===== src/rtl/gf180mcu_fd_sc_mcu9t5v0__rstseq.sv =====
// Reset sequencer: synchronizes RN release, stretches it, then releases
// NUM_DOM active-low domain resets one after another, GAP cycles apart.
//
// state      | meaning
// ST_HOLD    | RN asserted or release still in the synchronizer
// ST_STRETCH | counting STRETCH cycles before domain 0 is released
// ST_RELEASE | releasing domains 1..NUM_DOM-1, one every GAP cycles
// ST_RUN     | all domains released, READY high
module gf180mcu_fd_sc_mcu9t5v0__rstseq #(
    parameter int SYNC_STAGES = 2,
    parameter int STRETCH     = 16,
    parameter int GAP         = 4,
    parameter int NUM_DOM     = 4
) (
    input  logic               CLK,
    input  logic               RN,
    input  logic               SRST_REQ,
    output logic [NUM_DOM-1:0] RNO,
    output logic               READY,
    output logic               SOFT_CAUSE
);

    typedef enum logic [1:0] {
        ST_HOLD,
        ST_STRETCH,
        ST_RELEASE,
        ST_RUN
    } state_t;

    localparam logic [7:0] STRETCH_LD  = 8'(STRETCH - 1);
    localparam logic [7:0] STRETCH_LD2 = 8'(STRETCH - 2);
    localparam logic [7:0] GAP_LD      = 8'(GAP - 1);
    localparam logic [2:0] LAST_DOM    = 3'(NUM_DOM - 1);

    logic [SYNC_STAGES-1:0] sync_q, sync_d;
    state_t                 state_q, state_d;
    logic [7:0]             cnt_q, cnt_d;
    logic [2:0]             dom_q, dom_d;
    logic [NUM_DOM-1:0]     rno_q, rno_d;
    logic                   ready_q, ready_d;
    logic                   soft_q, soft_d;
    logic                   fire0;

    always_comb begin
        sync_d  = {sync_q[SYNC_STAGES-2:0], 1'b1};
        state_d = state_q;
        cnt_d   = cnt_q;
        dom_d   = dom_q;
        rno_d   = rno_q;
        ready_d = 1'b0;
        soft_d  = soft_q;
        fire0   = 1'b0;

        case (state_q)
            ST_HOLD: begin
                // The edge that first sees the synced release already counts as
                // the first stretch cycle, so STRETCH=1 releases domain 0 here.
                if (sync_q[SYNC_STAGES-1]) begin
                    if (STRETCH == 1) begin
                        fire0 = 1'b1;
                    end else begin
                        state_d = ST_STRETCH;
                        cnt_d   = STRETCH_LD2;
                    end
                end
            end
            ST_STRETCH: begin
                if (cnt_q != 8'd0) begin
                    cnt_d = cnt_q - 8'd1;
                end else begin
                    fire0 = 1'b1;
                end
            end
            ST_RELEASE: begin
                if (cnt_q != 8'd0) begin
                    cnt_d = cnt_q - 8'd1;
                end else begin
                    for (int i = 1; i < NUM_DOM; i++) begin
                        if (dom_q == 3'(i)) begin
                            rno_d[i] = 1'b1;
                        end
                    end
                    if (dom_q == LAST_DOM) begin
                        state_d = ST_RUN;
                    end else begin
                        dom_d = dom_q + 3'd1;
                        cnt_d = GAP_LD;
                    end
                end
            end
            ST_RUN: begin
                ready_d = 1'b1;
            end
            default: begin
                state_d = ST_HOLD;
            end
        endcase

        if (fire0) begin
            rno_d[0] = 1'b1;
            if (NUM_DOM == 1) begin
                state_d = ST_RUN;
            end else begin
                state_d = ST_RELEASE;
                cnt_d   = GAP_LD;
                dom_d   = 3'd1;
            end
        end

        if (SRST_REQ && (state_q != ST_HOLD)) begin
            state_d = ST_STRETCH;
            cnt_d   = STRETCH_LD;
            dom_d   = 3'd0;
            rno_d   = '0;
            ready_d = 1'b0;
            soft_d  = 1'b1;
        end
    end

    always_ff @(posedge CLK or negedge RN) begin
        if (!RN) begin
            sync_q  <= '0;
            state_q <= ST_HOLD;
            cnt_q   <= 8'd0;
            dom_q   <= 3'd0;
            rno_q   <= '0;
            ready_q <= 1'b0;
            soft_q  <= 1'b0;
        end else begin
            sync_q  <= sync_d;
            state_q <= state_d;
            cnt_q   <= cnt_d;
            dom_q   <= dom_d;
            rno_q   <= rno_d;
            ready_q <= ready_d;
            soft_q  <= soft_d;
        end
    end

    assign RNO        = rno_q;
    assign READY      = ready_q;
    assign SOFT_CAUSE = soft_q;

endmodule


===== config.mk =====
export PLATFORM = sky130hd
export DESIGN_NAME = gf180mcu_fd_sc_mcu9t5v0__rstseq
export DESIGN_NICKNAME = d
export VERILOG_FILES = /design/src/rtl/gf180mcu_fd_sc_mcu9t5v0__rstseq.sv
export SDC_FILE = /design/constraint.sdc
export NUM_CORES = 1
export LEC_CHECK = 0
export ABC_AREA = 1
export CORE_MARGIN = 4
export CORE_UTILIZATION = 45
export DETAILED_ROUTE_END_ITERATION = 8
export HOLD_SLACK_MARGIN = 0.02
export PLACE_DENSITY_LB_ADDON = 0.12
export SLEW_MARGIN = 15
export SYNTH_ARGS = -nofsm -noshare
export SYNTH_HDL_FRONTEND = slang
export SYNTH_SLANG_ARGS = --single-unit

===== constraint.sdc =====
create_clock -name CLK -period 5.1 [get_ports CLK]
set_clock_uncertainty 0.1 [all_clocks]
set_input_delay 1.53 -clock CLK [delete_from_list [all_inputs] [get_ports CLK]]
set_output_delay 1.53 -clock CLK [all_outputs]
set_load 0.005 [all_outputs]

==> Word-level counts from Yosys, hierarchy flattened <==
Cells that the tools add are included.
{ "word_totals": {"output_inout_bits": 6, "inputBits": 3, "register_bits": 21, "word_cells": 73} }
{ "classes": {"n_mux": 29, "reduce_logical": 18, "n_addsub": 2, "n_eq_ne": 14} }
{ "op_table": {"columns": ["op", "n"], "rows": [
  ["two-way mux 8 bit", 6],
  ["one-hot mux 8 bit (3 select lines)", 1],
  ["two-way mux 3 bit", 7],
  ["inequality test 4 bit, second input constant", 4],
  ["AND reduction 3 bit", 4],
  ["nonzero test 2 bit", 6],
  ["two-way mux 2 bit", 5],
  ["two-way mux 1 bit", 8],
  ["AND reduction 4 bit", 2],
  ["nonzero test 8 bit", 1],
  ["subtractor 8 x 1 -> 8 bit, second input constant", 1],
  ["== test 3 x 2 -> 1 bit, second input constant", 2],
  ["inequality test 3 x 2 -> 1 bit, second input constant", 2],
  ["inequality test 5 bit, second input constant", 1],
  ["nonzero test 5 bit", 1],
  ["== test 2 bit, second input constant", 2],
  ["two-way mux 4 bit", 1],
  ["one-hot mux 2 bit (2 select lines)", 1],
  ["nonzero test 4 bit", 1],
  ["adder 3 x 1 -> 3 bit, second input constant", 1],
  ["== test 3 x 1 -> 1 bit, second input constant", 1],
  ["nonzero test 3 bit", 1],
  ["== test 2 x 1 -> 1 bit, second input constant", 1],
  ["logical NOT 2 bit", 1],
  ["2 further kinds", 2]
]} }

==> Longest topological paths before layout <==
{ "logic_depth": {"ltp_word": 6, "mapped_depth": 11, "depth_no_buf": 10} }

==> Worst setup path before layout <==
OpenSTA, ideal clock, no wires.
{ "synth_timing": {"kind": "input to register", "start": "in SRST_REQ", "end": "reg dom_q[2]", "n_path_buf": 1, "t_arrival_ps": 2308, "cell_stages": 9, "setup_time_ps": 127, "slack_ps": 2565, "required_time_ps": 4873, "path_cell_list": "inv_1 nor2_1 buf_4 inv_1 nand2_2 o21ai_2 inv_2 nand2_1 o21ai_0"} }
{ "synth_via": {"elab_chain_len": 3, "word_cells_on_any_way": 6, "cone_classes": "eq/ne (2); mux (1); reduce/logical (3)"} }
{ "synth_rtl": {"columns": ["element", "line", "source"], "rows": [
  ["start: declaration", "17", "input logic SRST_REQ,"],
  ["logical AND 1 bit (*)", "110", "if (SRST_REQ && (state_q != ST_HOLD)) begin"],
  ["inequality test 3 x 2 -> 1 bit (no source line) / nonzero test 3 bit (equally long branches)", null, null],
  ["AND reduction 3 bit (no source line)", null, null],
  ["end signal: assignment", "133", "dom_q <= dom_d;"],
  ["end: declaration", "38", "logic [2:0] dom_q, dom_d;"]
]} }
Mark *: on every way between the ends. The rest lies on a longest branch, timed or not.
A chain may end at the register's enable or synchronous reset.

==> Worst setup path in the final report <==
Ends and elaborated chain as after synthesis.

==> key figures <==
Outcome
  • Status: complete, no violations

STA
  • # setup viols final: 0
  • Max Slew Vio Count: 0
  • Setup TNS: 0 ps
  • Worst-margin pin slew: 940.7 ps
  • Fmax: around 310 MHz
  • Max transition margin: 37.09%
  • Fin crit share: 64.04%
  • Hold Fails Final Rpt: 0
  • Tmin final: 3266 ps
  • RSZ-0062 raised after global routing: false

GRT
  • Grt ovf: 0
  • Vias in the first global route: 1035
  • Global route hottest layer: met2
  • M1 GR Usage: 20.72%
  • Initial antenna violation count: 0
  • Met2 usage: 21.97%
  • Met3 Usage GRT: 2.878%
  • First-pass GRT wire length: 4609 um
  • Largest net degree at the start of global routing: 22
  • Total global-route track usage: 14.45%

Die
  • I/O pin total: 9
  • Core Area: around 2800 um^2
  • Area of the die: a little under 4000 um^2
  • Die Span Y: ~63 um
  • Starting Density: 47.86%
  • Std cell rows: 19
  • Die X: around 63 um

Critical path
  • Setup crit start: SRST_REQ
  • CP Max Fanout: 11
  • FF-to-FF setup slack: 2860 ps
  • CP Data Required Time: 5230 ps
  • Worst setup SP type: input port
  • Critical path capture point type: register
  • Critical Path End: dom_q[2]$_DFFE_PN0P_
  • Reg-to-reg startpoint: state_q[0]$_DFFE_PN0P_
  • Reg2reg path depth: 9
  • R2r endpoint: dom_q[2]$_DFFE_PN0P_
  • CP Data Arrival Time: 3400 ps
  • CP Class: input port to register

Drt
  • Via/cell ratio: 5.225
  • TritonRoute pass-1 iters: 5
  • Final WL: 2672 um
  • Post-route ant nets: 0
  • Initial DRC count: 65
  • # DRC: 0
  • Via count: ~1100
  • DR WL/cell: between 10 and 15 um

Clock tree
  • CTS Buf Count: 3
  • Post-CTS sizing: 0
  • Root Driver: clkbuf_4
  • Sink Count: 21
  • Post-CTS Setup Bufs: 0
  • Clk slew on worst S/H paths: 120 ps
  • Latest clock arrival within the worst-skew pair: roughly 310 ps
  • Hold bufs inserted after CTS: 0
  • H-tree Lvls: 1
  • CTS tree: built
  • CTS max path bufs: 2

Min path
  • Hold crit path type: register to register

Synth
  • Synth Net Count: 181
  • Cells after synthesis: approximately 170
  • Netlist Area Pre-Place: about 1300 um^2
  • Sequential share of the synthesized area: 39.14%
  • Fraction of registers with async set/reset: 100.0%
  • Post-synth top flop: dfrtp_1
  • #FFs+latches synth: 21
  • Syn avg cell area: 7.991 um^2
  • Post-synth EDFFs: 0
  • Netlist cell types: 29
  • Yosys warns: 0

Layout
  • Ant. Diodes: 0
  • Layout cells sized above 1: about a tenth
  • Count of nets after finishing: 192
  • Area growth, synth to finish: 9.972%
  • Filler cells: 267

Placed design
  • Port buffer count: 8
  • HPWL after DPL: 2034 um
  • Placer congestion estimate: 0.8751

Power and ir drop
  • PnR Total Power: approximately 0.75 mW
  • Clock network power share: 11.1%
  • Cell Pwr Density: 509.9 nW/um^2
  • Comb power frac: 55.2%
  • P_leak: 0.7291 nW
  • Sequential group share of total power: 33.7%
  • Cell internal pwr: 0.3953 mW
  • Max IR drop VDD: around 0.26 mV
  • Sw Share: 47.49%
  • Psw: between 0.3 and 0.4 mW

Job
  • Max cap viols: 0
==> synth_stat cells, drive strengths merged, types with 2 or more instances <==
library cell  instances  area share [%]
ha                   10             9.3
nor3                  5             1.9
nand4                 6             3.9
o21ai                16             6.2
a31oi                 2            0.93
nand2                33              11
nand3                 9             4.3
dfrtp                21              39
nor2                 27             9.5
a21oi                 6             2.2
inv                  25             7.0
==> through the flow <==
step | utilization, % | setup slack (ps) | hold slack, ps | cell area (um^2) | instances
2_1_floorplan | - | 2565 | 231.2 | 1343 | 168
3_3_place_gp | 51.65 | 1590 | 232.0 | 1449 | 205
3_5_place_dp | 51.65 | 1468 | 240.3 | 1449 | 205
4_1_cts | 52.63 | 1788 | 269.3 | 1476 | 209
5_1_grt | 52.63 | 1633 | 281.5 | 1476 | 209
6_report | 52.63 | 1834 | 264.8 | 1476 | 209
==> worst max-delay path, stage by stage <==
cell             delay, ps
clkdlybuf4s50_1        510
inv_1                   50
nor2_1                 480
inv_1                  280
a21oi_1                240
o21ai_2                100
inv_2                   80
nand2_1                 40
o21ai_0                 80
==> power groups by stage <==
stage               combinational, mW  clock (mW)  sequential [mW]
finish                          0.416      0.0837            0.254
CTS                             0.418      0.0858            0.254
floorplan                       0.326           0            0.250
detailed placement              0.414           0            0.257
global route                    0.476      0.0925            0.261
global placement                0.411           0            0.255
==> metal layers <==
layer | share of wire, % | vias up
met5 | 0 | -
met3 | 3.8 | 4
met4 | 1.5 | 0
li1 | - | 560
met1 | 49 | 506
met2 | 46 | 22
==> cell usage in the layout, fill, tap and decap left out, drive strengths merged <==
| cell | instances |
|---|---|
| clkinv | 2 |
| nand3 | 9 |
| a31oi | 2 |
| conb | 1 |
| inv | 25 |
| nand4 | 6 |
| ha | 10 |
| clkdlybuf4s50 | 8 |
| nor3 | 5 |
| xor2 | 1 |
| a21oi | 6 |
| dfrtp | 21 |
| xnor2 | 1 |
| nor2 | 27 |
| nand2 | 33 |
| or2 | 1 |
| clkbuf | 3 |
| o2111ai | 1 |
| o21ai | 16 |
==> area by class of cell <==
cell class / instances / area [um^2] / area share (%)
Tap cell: 31 / 38.79 / 2.627
Sequential cell: 21 / 525.5 / 35.59
Multi-Input combinational cell: 119 / 701.9 / 47.54
Clock inverter: 1 / 5.005 / 0.3390
Clock buffer: 3 / 22.52 / 1.525
Timing Repair Buffer: 8 / 80.08 / 5.424
Inverter: 26 / 102.6 / 6.949
==> registers in the layout (all words and copies together) (netlist names) <==
| signal | cells |
|---|---|
| dom_q | 3 |
| RNO | 4 |
| state_q | 2 |
| READY | 1 |
| cnt_q | 8 |
| sync_q | 2 |
| SOFT_CAUSE | 1 |
==> how the worst min path moves through the flow <==
stage / startpoint / to / depth (start not counted)
2_1_floorplan: sync_q[0]$_DFF_PN0_ / sync_q[1]$_DFF_PN0_ / 0
3_3_place_gp: sync_q[0]$_DFF_PN0_ / sync_q[1]$_DFF_PN0_ / 0
3_5_place_dp: sync_q[0]$_DFF_PN0_ / sync_q[1]$_DFF_PN0_ / 0
4_1_cts: sync_q[0]$_DFF_PN0_ / sync_q[1]$_DFF_PN0_ / 0
5_1_grt: sync_q[0]$_DFF_PN0_ / sync_q[1]$_DFF_PN0_ / 0
6_report: sync_q[0]$_DFF_PN0_ / sync_q[1]$_DFF_PN0_ / 0
==> cells by family (layout without fill, tap and decap cells) <==
logic type               count (synthesis)  after routing  synth area share [%]
flip-flops                              21             21                 39.14
AO/OA/AOI/OAI                           25             25                 10.07
adder cells (fa/ha/maj)                 10             10                 9.320
other                                    1              1                0.2793
buffers and inverters                   28             38                 8.574
XOR/XNOR                                 2              2                 1.305
AND/OR/NAND/NOR                         81             81                 31.31
(Power assumes the default switching activity.)
